### src/rtl/fadd_pipe.sv
// Pipelined IEEE-754 add/subtract (RNE, full denormals, NaN/Inf specials) with a tag carried alongside.
// Latency: 3 cycles from accept to out_valid; sustains 1 op/cycle.
// Backpressure: out_valid & ~out_ready freezes all stages and drops in_ready (no bubble collapsing).
//
// Ports:
//   clk, rst           clock; synchronous active-high reset (clears valids, rd, out_tag)
//   in_valid/in_ready  operand handshake; rs1, rs2, op_sub (1: rs1-rs2), in_tag
//   out_valid/out_ready result handshake; rd, out_tag (held stable while stalled)
module fadd_pipe #(
    parameter int EW   = 8,
    parameter int MW   = 23,
    parameter int TAGW = 5
) (
    input  logic             clk,
    input  logic             rst,
    input  logic             in_valid,
    output logic             in_ready,
    input  logic [EW+MW:0]   rs1,
    input  logic [EW+MW:0]   rs2,
    input  logic             op_sub,
    input  logic [TAGW-1:0]  in_tag,
    output logic             out_valid,
    input  logic             out_ready,
    output logic [EW+MW:0]   rd,
    output logic [TAGW-1:0]  out_tag
);
    localparam int W  = 1 + EW + MW;
    localparam int XW = MW + 3;          // hidden + fraction + guard + round
    localparam int MX = MW + 4;          // XW plus sticky
    localparam logic [EW-1:0] EONES = '1;
    localparam logic [MW-1:0] QBIT  = {1'b1, {(MW-1){1'b0}}};

    logic stall;
    assign stall     = out_valid & ~out_ready;
    assign in_ready  = ~stall;

    // ---------------- stage 1: unpack, order, align ----------------
    logic              s1_sa, s1_sb, s1_a_nan, s1_b_nan, s1_a_inf, s1_b_inf, s1_a_ge;
    logic [EW-1:0]     s1_ea, s1_eb, s1_eaf, s1_ebf, s1_ebig, s1_esm, s1_diff;
    logic [MW-1:0]     s1_fa, s1_fb;
    logic [MW:0]       s1_ma, s1_mb, s1_mbig, s1_msm;
    logic [31:0]       s1_sh;
    logic [2*XW-1:0]   s1_wide;

    logic              sgn1_d, sub1_d, zs1_d, spec1_d;
    logic [W-1:0]      specw1_d;
    logic [MX-1:0]     mb1_d, ms1_d;

    always_comb begin
        s1_sa  = rs1[W-1];
        s1_ea  = rs1[W-2:MW];
        s1_fa  = rs1[MW-1:0];
        s1_sb  = rs2[W-1] ^ op_sub;
        s1_eb  = rs2[W-2:MW];
        s1_fb  = rs2[MW-1:0];

        s1_a_nan = (&s1_ea) & (|s1_fa);
        s1_b_nan = (&s1_eb) & (|s1_fb);
        s1_a_inf = (&s1_ea) & ~(|s1_fa);
        s1_b_inf = (&s1_eb) & ~(|s1_fb);

        // Denormals: hidden bit 0 but same scale as exponent 1.
        s1_ma  = {|s1_ea, s1_fa};
        s1_mb  = {|s1_eb, s1_fb};
        s1_eaf = (|s1_ea) ? s1_ea : EW'(1);
        s1_ebf = (|s1_eb) ? s1_eb : EW'(1);

        s1_a_ge = {s1_eaf, s1_ma} >= {s1_ebf, s1_mb};
        if (s1_a_ge) begin
            sgn1_d  = s1_sa;
            s1_ebig = s1_eaf;
            s1_mbig = s1_ma;
            s1_esm  = s1_ebf;
            s1_msm  = s1_mb;
        end else begin
            sgn1_d  = s1_sb;
            s1_ebig = s1_ebf;
            s1_mbig = s1_mb;
            s1_esm  = s1_eaf;
            s1_msm  = s1_ma;
        end

        // Shifting by XW already pushes everything into sticky; cap keeps the shifter small.
        s1_diff = s1_ebig - s1_esm;
        s1_sh   = (32'(s1_diff) > 32'(XW)) ? 32'(XW) : 32'(s1_diff);
        s1_wide = {s1_msm, 2'b00, {XW{1'b0}}} >> s1_sh;
        ms1_d   = {s1_wide[2*XW-1:XW], |s1_wide[XW-1:0]};
        mb1_d   = {s1_mbig, 3'b000};

        sub1_d  = s1_sa ^ s1_sb;
        zs1_d   = s1_sa & s1_sb;
        spec1_d = s1_a_nan | s1_b_nan | s1_a_inf | s1_b_inf;

        if (s1_b_nan)
            specw1_d = {s1_sb, s1_eb, s1_fb | QBIT};
        else if (s1_a_nan)
            specw1_d = {s1_sa, s1_ea, s1_fa | QBIT};
        else if (s1_a_inf & s1_b_inf & (s1_sa != s1_sb))
            specw1_d = {1'b1, EONES, QBIT};
        else if (s1_a_inf)
            specw1_d = {s1_sa, EONES, {MW{1'b0}}};
        else
            specw1_d = {s1_sb, EONES, {MW{1'b0}}};
    end

    logic              v1_q, sgn1_q, sub1_q, zs1_q, spec1_q;
    logic [TAGW-1:0]   tag1_q;
    logic [W-1:0]      specw1_q;
    logic [EW-1:0]     e1_q;
    logic [MX-1:0]     mb1_q, ms1_q;

    // ---------------- stage 2: add/sub, normalise ----------------
    logic [MX:0]       s2_sum;
    logic [MX-1:0]     s2_mc;
    logic [EW-1:0]     s2_ec;
    logic [31:0]       s2_lzc, s2_lim, s2_nsh;
    logic [MX-1:0]     m2_d;
    logic [EW-1:0]     e2_d;
    logic              zero2_d;

    always_comb begin
        // Big operand is never smaller, so the subtraction cannot go negative.
        s2_sum = sub1_q ? ({1'b0, mb1_q} - {1'b0, ms1_q})
                        : ({1'b0, mb1_q} + {1'b0, ms1_q});
        if (s2_sum[MX]) begin
            s2_mc = {s2_sum[MX:2], s2_sum[1] | s2_sum[0]};
            s2_ec = e1_q + EW'(1);
        end else begin
            s2_mc = s2_sum[MX-1:0];
            s2_ec = s2_ec_pass(e1_q);
        end

        s2_lzc = 32'(MX);
        for (int i = 0; i < MX; i++) begin
            if (s2_mc[i])
                s2_lzc = 32'(MX - 1 - i);
        end

        // Never normalise below effective exponent 1; what remains is a denormal.
        s2_lim  = 32'(s2_ec) - 32'd1;
        s2_nsh  = (s2_lzc < s2_lim) ? s2_lzc : s2_lim;
        m2_d    = s2_mc << s2_nsh;
        e2_d    = s2_ec - EW'(s2_nsh);
        zero2_d = (s2_mc == '0);
    end

    function automatic logic [EW-1:0] s2_ec_pass(input logic [EW-1:0] e);
        return e;
    endfunction

    logic              v2_q, sgn2_q, zs2_q, spec2_q, zero2_q;
    logic [TAGW-1:0]   tag2_q;
    logic [W-1:0]      specw2_q;
    logic [EW-1:0]     e2_q;
    logic [MX-1:0]     m2_q;

    // ---------------- stage 3: round, pack, specials ----------------
    logic              s3_up, s3_hid;
    logic [MW+1:0]     s3_mr;
    logic [EW:0]       s3_er, s3_eo;
    logic [MW-1:0]     s3_frac;
    logic [W-1:0]      rd_d;

    always_comb begin
        s3_up = m2_q[2] & (m2_q[1] | m2_q[0] | m2_q[3]);
        s3_mr = {1'b0, m2_q[MX-1:3]} + (MW+2)'(s3_up);
        if (s3_mr[MW+1]) begin
            s3_frac = s3_mr[MW:1];
            s3_hid  = 1'b1;
            s3_er   = {1'b0, e2_q} + (EW+1)'(1);
        end else begin
            s3_frac = s3_mr[MW-1:0];
            s3_hid  = s3_mr[MW];
            s3_er   = {1'b0, e2_q};
        end
        // Hidden bit clear means denormal: stored exponent is 0.
        s3_eo = s3_hid ? s3_er : '0;

        if (spec2_q)
            rd_d = specw2_q;
        else if (zero2_q)
            rd_d = {zs2_q, {(W-1){1'b0}}};
        else if (s3_eo >= {1'b0, EONES})
            rd_d = {sgn2_q, EONES, {MW{1'b0}}};
        else
            rd_d = {sgn2_q, s3_eo[EW-1:0], s3_frac};
    end

    logic              v3_q;
    logic [TAGW-1:0]   tag3_q;
    logic [W-1:0]      rd_q;

    always_ff @(posedge clk) begin
        if (rst) begin
            v1_q <= 1'b0; sgn1_q <= 1'b0; sub1_q <= 1'b0; zs1_q <= 1'b0; spec1_q <= 1'b0;
            tag1_q <= '0; specw1_q <= '0; e1_q <= '0; mb1_q <= '0; ms1_q <= '0;
            v2_q <= 1'b0; sgn2_q <= 1'b0; zs2_q <= 1'b0; spec2_q <= 1'b0; zero2_q <= 1'b0;
            tag2_q <= '0; specw2_q <= '0; e2_q <= '0; m2_q <= '0;
            v3_q <= 1'b0; tag3_q <= '0; rd_q <= '0;
        end else if (!stall) begin
            v1_q     <= in_valid;
            sgn1_q   <= sgn1_d;
            sub1_q   <= sub1_d;
            zs1_q    <= zs1_d;
            spec1_q  <= spec1_d;
            tag1_q   <= in_tag;
            specw1_q <= specw1_d;
            e1_q     <= s1_ebig;
            mb1_q    <= mb1_d;
            ms1_q    <= ms1_d;

            v2_q     <= v1_q;
            sgn2_q   <= sgn1_q;
            zs2_q    <= zs1_q;
            spec2_q  <= spec1_q;
            zero2_q  <= zero2_d;
            tag2_q   <= tag1_q;
            specw2_q <= specw1_q;
            e2_q     <= e2_d;
            m2_q     <= m2_d;

            v3_q     <= v2_q;
            tag3_q   <= tag2_q;
            rd_q     <= rd_d;
        end
    end

    assign out_valid = v3_q;
    assign rd        = rd_q;
    assign out_tag   = tag3_q;
endmodule

### config.mk
export PLATFORM = sky130hd
export DESIGN_NAME = fadd_pipe
export DESIGN_NICKNAME = d
export VERILOG_FILES = /design/src/rtl/fadd_pipe.sv
export SDC_FILE = /design/constraint.sdc
export NUM_CORES = 1
export LEC_CHECK = 0
export CORE_MARGIN = 2
export CORE_UTILIZATION = 23
export CTS_CLUSTER_SIZE = 12
export DETAILED_ROUTE_END_ITERATION = 8
export DONT_BUFFER_PORTS = 1
export PLACE_DENSITY = 0.47
export SLEW_MARGIN = 20
export SYNTH_ARGS = -nofsm -noshare
export SYNTH_HDL_FRONTEND = slang
export SYNTH_SLANG_ARGS = --single-unit
### constraint.sdc
create_clock -name clk -period 17.5 [get_ports clk]
set_input_delay 2.625 -clock clk [delete_from_list [all_inputs] [get_ports clk]]
set_output_delay 2.625 -clock clk [all_outputs]
set_load 0.02 [all_outputs]
# Word-level counts from Yosys, hierarchy flattened
# Index checks and enable logic that the tools add are counted.
[totals] reg_bits=216 in_bits=74 output_inout_bits=39
[op_classes] addsub=8 n_lt_le_gt_ge=4 eq_ne=1 n_shift=2 muxes=50 bitwise_logic=21 n_reduce_logical=8
[op_table] op="2-to-1 mux 32 bit" count=33
[op_table] op=">> shifter 52 x 8 -> 52 bit" count=1
[op_table] op="2-to-1 mux 24 bit" count=2
[op_table] op="2-to-1 mux 8 bit" count=6
[op_table] op="OR reduction 23 bit" count=2
[op_table] op=">= comparator 32 bit" count=1
[op_table] op="less-than comparator 32 bit" count=1
[op_table] op="left shift 27 x 32 -> 27 bit" count=1
[op_table] op="2-to-1 mux 31 bit" count=1
[op_table] op="adder 27 x 27 -> 28 bit" count=1
[op_table] op="2-to-1 mux 28 bit" count=1
[op_table] op="subtractor 27 x 27 -> 28 bit" count=1
[op_table] op="zero test 27 bit" count=1
[op_table] op="2-to-1 mux 27 bit" count=1
[op_table] op="OR reduction 26 bit" count=1
[op_table] op="adder 24 x 1 -> 25 bit" count=1
[op_table] op="2-to-1 mux 23 bit" count=1
[op_table] op="2-to-1 mux 9 bit" count=2
[op_table] op="AND reduction 8 bit" count=2
[op_table] op="OR reduction 8 bit" count=2
[op_table] op="subtractor 8 bit" count=2
[op_table] op="adder 8 x 1 -> 9 bit, second input constant" count=1
[op_table] op="bitwise AND 1 bit" count=9
[op_table] op=">= comparator 9 x 8 -> 1 bit, second input constant" count=1
[op_table] op="other kinds (8)" count=19

# Longest topological paths before layout
[depth] ltp_word=34 ltp_mapped=44 depth_no_buf=36

# Worst setup path after synthesis
# No wires, ideal clock.
[synth_timing] path_kind="input -> register" from="input rs2[28]" to="register ms1_q[0]" setup_time_ns=0.117 arrival_ns=9.458 required_time_ns=17.383 setup_slack_ns=7.925 cell_stages=31 cell_sequence="or4_1 > o41a_1 > ha_1 > o21a_1 > o21ai_0 > a211oi_1 > or2_2 > o21ai_0 > clkbuf_1 > clkbuf_1 > clkbuf_1 > clkbuf_1 > a21oi_1 > ha_1 > nand2_1 > nand2_1 > a211o_1 > o2111ai_1 > a41oi_1 > a2111o_1 > or2_0 > clkbuf_1 > and3_1 > a311oi_1 > a22oi_1 > o21a_1 > nand2b_1 > or4_1 > o21ai_0 > nand4_1 > a22o_1"
[synth_between] elab_chain_len=9 elab_cells_between_ends=11
[synth_rtl] item="start: declaration" line_no="19" source="input logic [EW+MW:0] rs2,"
[synth_rtl] item="OR reduction 8 bit" line_no="64, 66"
[synth_rtl] item="2-to-1 mux 8 bit" line_no="66" source="s1_ebf = (|s1_eb) ? s1_eb : EW'(1);"
[synth_rtl] item=">= comparator 32 bit" line_no="68" source="s1_a_ge = {s1_eaf, s1_ma} >= {s1_ebf, s1_mb};"
[synth_rtl] item="2-to-1 mux 8 bit" line_no="69" source="if (s1_a_ge) begin"
[synth_rtl] item="subtractor 8 bit" line_no="84" source="s1_diff = s1_ebig - s1_esm;"
[synth_rtl] item="greater-than comparator 8 x 5 -> 1 bit" line_no="85" source="s1_sh = (32'(s1_diff) > 32'(XW)) ? 32'(XW) : 32'(s1_diff);"
[synth_rtl] item="2-to-1 mux 8 bit" line_no="85"
[synth_rtl] item=">> shifter 52 x 8 -> 52 bit *" line_no="86" source="s1_wide = {s1_msm, 2'b00, {XW{1'b0}}} >> s1_sh;"
[synth_rtl] item="OR reduction 26 bit *" line_no="87" source="ms1_d = {s1_wide[2*XW-1:XW], |s1_wide[XW-1:0]};"
[synth_rtl] item="end signal: assignment" line_no="210" source="ms1_q <= ms1_d;"
[synth_rtl] item="end: declaration" line_no="110" source="logic [MX-1:0] mb1_q, ms1_q;"
# Every way passes the cells marked *; elsewhere a longest branch is shown, timed or not.
# A chain may end at the register's enable or synchronous reset.

# Final worst setup path
[layout_timing] from="input rs1[28]" to="register ms1_q[0]"
[layout_between] elab_chain_len=9 elab_cells_between_ends=11
[layout_rtl] item="start: declaration" line_no="18" source="input logic [EW+MW:0] rs1,"
[layout_rtl] item="OR reduction 8 bit" line_no="63, 65"
[layout_rtl] item="2-to-1 mux 8 bit" line_no="65" source="s1_eaf = (|s1_ea) ? s1_ea : EW'(1);"
[layout_rtl] item=">= comparator 32 bit" line_no="68"
[layout_rtl] item="2-to-1 mux 8 bit" line_no="69"
[layout_rtl] item="subtractor 8 bit" line_no="84"
[layout_rtl] item="greater-than comparator 8 x 5 -> 1 bit" line_no="85"
[layout_rtl] item="2-to-1 mux 8 bit" line_no="85"
[layout_rtl] item=">> shifter 52 x 8 -> 52 bit *" line_no="86"
[layout_rtl] item="OR reduction 26 bit *" line_no="87"
# Marks and branches as above.

==> flow_summary.json <==
{
  "status": "finished clean",
  "portBuffers": 0,
  "leakagePower_uw": 0.00756,
  "cts-buffers-inserted": 26,
  "antenna_cells": 0,
  "multi_input_area_sq_um": 12500,
  "crit_type": "input port to register",
  "synth_fp_nets": 2696,
  "startpoint_type": "input port",
  "synth_cell_types": 102,
  "fmax_mhz": 103,
  "drive_gt1_share_pct": 5.97,
  "setup-tns-final_ns": 0,
  "initial_utilization_pct": 23.2,
  "reg2reg_slack_ns": 8.54,
  "crit_path_end_kind": "register",
  "fp-row-count": 102,
  "synthArstFlopShare_pct": 0,
  "post-route-min-period_ns": 9.68,
  "hold-path-cell-count": 2,
  "layout_commonest_cell": "nand2_1",
  "crit_family": "simple AND/OR/NAND/NOR gates",
  "grtUsageTotal_pct": 16.7,
  "path_clk_slew_ns": 0.06,
  "ioPinCount": 113,
  "cts_setup_buffers": 0,
  "seq_area_sq_um": 4320,
  "nets": 2582,
  "grt_pass1_vias": 17200,
  "skew_ns": 0.0154,
  "reg2reg_to": "e2_q[7]$_SDFFE_PP0N_",
  "drcViolationCount": 0,
  "cp.buffers_inverters": 1,
  "h-tree-depth": 1,
  "final_cell_mix": "380 x nand2_1, 298 x nor2_1, 224 x a21oi_1",
  "p_per_area_nw_per_um2": 110,
  "maxCapViolations": 0,
  "viasPerCell": 5.25,
  "root_buffer": "clkbuf_16",
  "post_cts_resized": 0,
  "max-vdd-ir-drop_mv": 0.0653,
  "syn_area_per_cell_sq_um": 7.12,
  "ys_warn_count": 0,
  "dr.pass1.iters": 5,
  "slew_violations": 0,
  "cts_sinks": 216,
  "antenna_found_initial": 2,
  "syn_to_final_growth_pct": 9.19,
  "die_w_um": 284,
  "wl_um": 70100,
  "rsz0062_at_grt": "no",
  "hold_buffers": 0,
  "clock_latency_ns": 0.56,
  "cts_tree": "done",
  "grt_pass1_wl_um": 107000,
  "place_congestion": 0.915,
  "synth_cells": 2523,
  "tightest_slew_ns": 1.07,
  "dpl.hpwl_um": 52500,
  "utilization_pct": 25.3,
  "setup_viol": 0,
  "crit_fanout": 68,
  "ys_seq_elements": 216,
  "synth-edff-count": 0,
  "fp.dieH_um": 284,
  "crit_arrival_ns": 10.13,
  "dieArea_sq_um": 80400,
  "r2r_cells": 35,
  "worstHoldEndpoint": "tag1_q[2]$_SDFFE_PP0N_",
  "core_area_sq_um": 77500,
  "reg2reg_from": "mb1_q[3]$_SDFFE_PP0N_",
  "nFillCells": 8671,
  "drt_iter0_drc": 1468,
  "finalHoldViolCount": 0,
  "wl_per_cell_um": 20.2,
  "postSynth.topFlopCell": "dfxtp_1",
  "drtAntennaViolNets": 0,
  "grt_overflow": 0,
  "hold_class": "register to register",
  "min_period_over_period_pct": 55.3,
  "whs_ns": 0.453,
  "critPathRequiredTime_ns": 17.95,
  "final_cell_area_sq_um": 19600,
  "slowest_stage": "nor2b_1",
  "ctsLongestPathBuffers": 3,
  "slew_headroom_pct": 28.3,
  "grt_max_degree": 212,
  "yosysSeqAreaShare_pct": 24.1,
  "via_count": 18200,
  "max_stage_delay_ns": 0.83,
  "holdCritStartpoint": "tag1_q[2]$_SDFFE_PP0N_",
  "netlist_area_sq_um": 18000,
  "placed_cell_area_sq_um": 18800
}
## cell usage after synthesis (39+ instances only)
cell type,instances,share of area [%]
nand2_1,380,7.9
nor2_1,299,6.2
a21oi_1,225,6.3
dfxtp_1,216,24
inv_1,122,2.5
clkbuf_1,115,2.4
o21ai_0,111,3.1
ha_1,97,6.8
nor3_1,95,2.6
mux2i_1,52,2.9
a211oi_1,49,2.0
xnor2_1,49,2.4
a221oi_1,44,2.1
a311oi_1,39,1.9
## final cells by class
| cell class | count | share of cell area [%] |
|---|---|---|
| timing repair buffer | 19 | 0.790 |
| clock buffer | 39 | 3.97 |
| sequential | 216 | 22.0 |
| clock inverter | 8 | 0.363 |
| multi-input combinational | 2019 | 63.8 |
| tap | 1040 | 6.63 |
| inverter | 127 | 2.46 |
## kinds of logic after synthesis
logic type,count (synthesis),synth area share (%)
fa+ha+maj,99,6.97
flops,216,24.1
other cells,1,0.0209
compound gates,753,28.6
simple gates,1009,25.2
xor+xnor,76,3.70
buf+inv,288,6.64
mux,81,4.85
## per-stage QoR
| stage | total power (uW) | worst slack [ns] | instances |
|---|---|---|---|
| final | 2160 | 7.82 | 3468 |
| after global routing | 2300 | 7.12 | 3468 |
| after CTS | 2160 | 7.91 | 3468 |
| after detailed placement | 1620 | 7.34 | 3421 |
| after global placement | 1620 | 7.37 | 3421 |
| after floorplan | 1350 | 7.93 | 2523 |
## power by group
part	internal [uW]	switching (uW)	total, uW	leakage [uW]
clock	310	232	542	0.000418
sequential	560	104	663	0.00177
combinational	360	590	950	0.00537
total	1230	926	2160	0.00756
## metal layers
| metal | track usage, % | wire, um |
|---|---|---|
| met1 | 23.4 | 32200 |
| met2 | 25.3 | 29900 |
| met3 | 3.58 | 5440 |
| met4 | 5.33 | 2510 |
| met5 | 0 | 21 |
## worst reg2reg max path: cells and delay by family, from the launching register on
| family | cells | cell delay, ns |
|---|---|---|
| AOI/OAI and AO/OA | 12 | 2.72 |
| xor gates and xnor gates | 3 | 1.26 |
| adders and majority gates | 5 | 1.46 |
| buffers and inverters | 5 | 0.97 |
| DFF | 1 | 0.45 |
| muxes | 1 | 0.30 |
| and+or+nand+nor | 9 | 1.71 |
## worst max path at each step
| stage | to | depth (start not counted) | startpoint |
|---|---|---|---|
| floorplan | ms1_q[0]$_SDFFE_PP0N_ | 31 | rs2[28] |
| global placement | ms1_q[0]$_SDFFE_PP0N_ | 27 | rs2[28] |
| detailed placement | ms1_q[0]$_SDFFE_PP0N_ | 27 | rs1[28] |
| CTS | ms1_q[0]$_SDFFE_PP0N_ | 27 | rs1[28] |
| global route | ms1_q[0]$_SDFFE_PP0N_ | 26 | rs1[28] |
| finish | ms1_q[0]$_SDFFE_PP0N_ | 27 | rs1[28] |
## state kept, by name, indices dropped and copies added (netlist names), 5 cells and up
signal / count
specw2_q: 32
e2_q: 8
tag1_q: 5
specw1_q: 32
ms1_q: 27
m2_q: 27
rd: 32
tag2_q: 5
mb1_q: 24
out_tag: 5
e1_q: 8
Note: power is estimated with default switching activity, not from simulation.
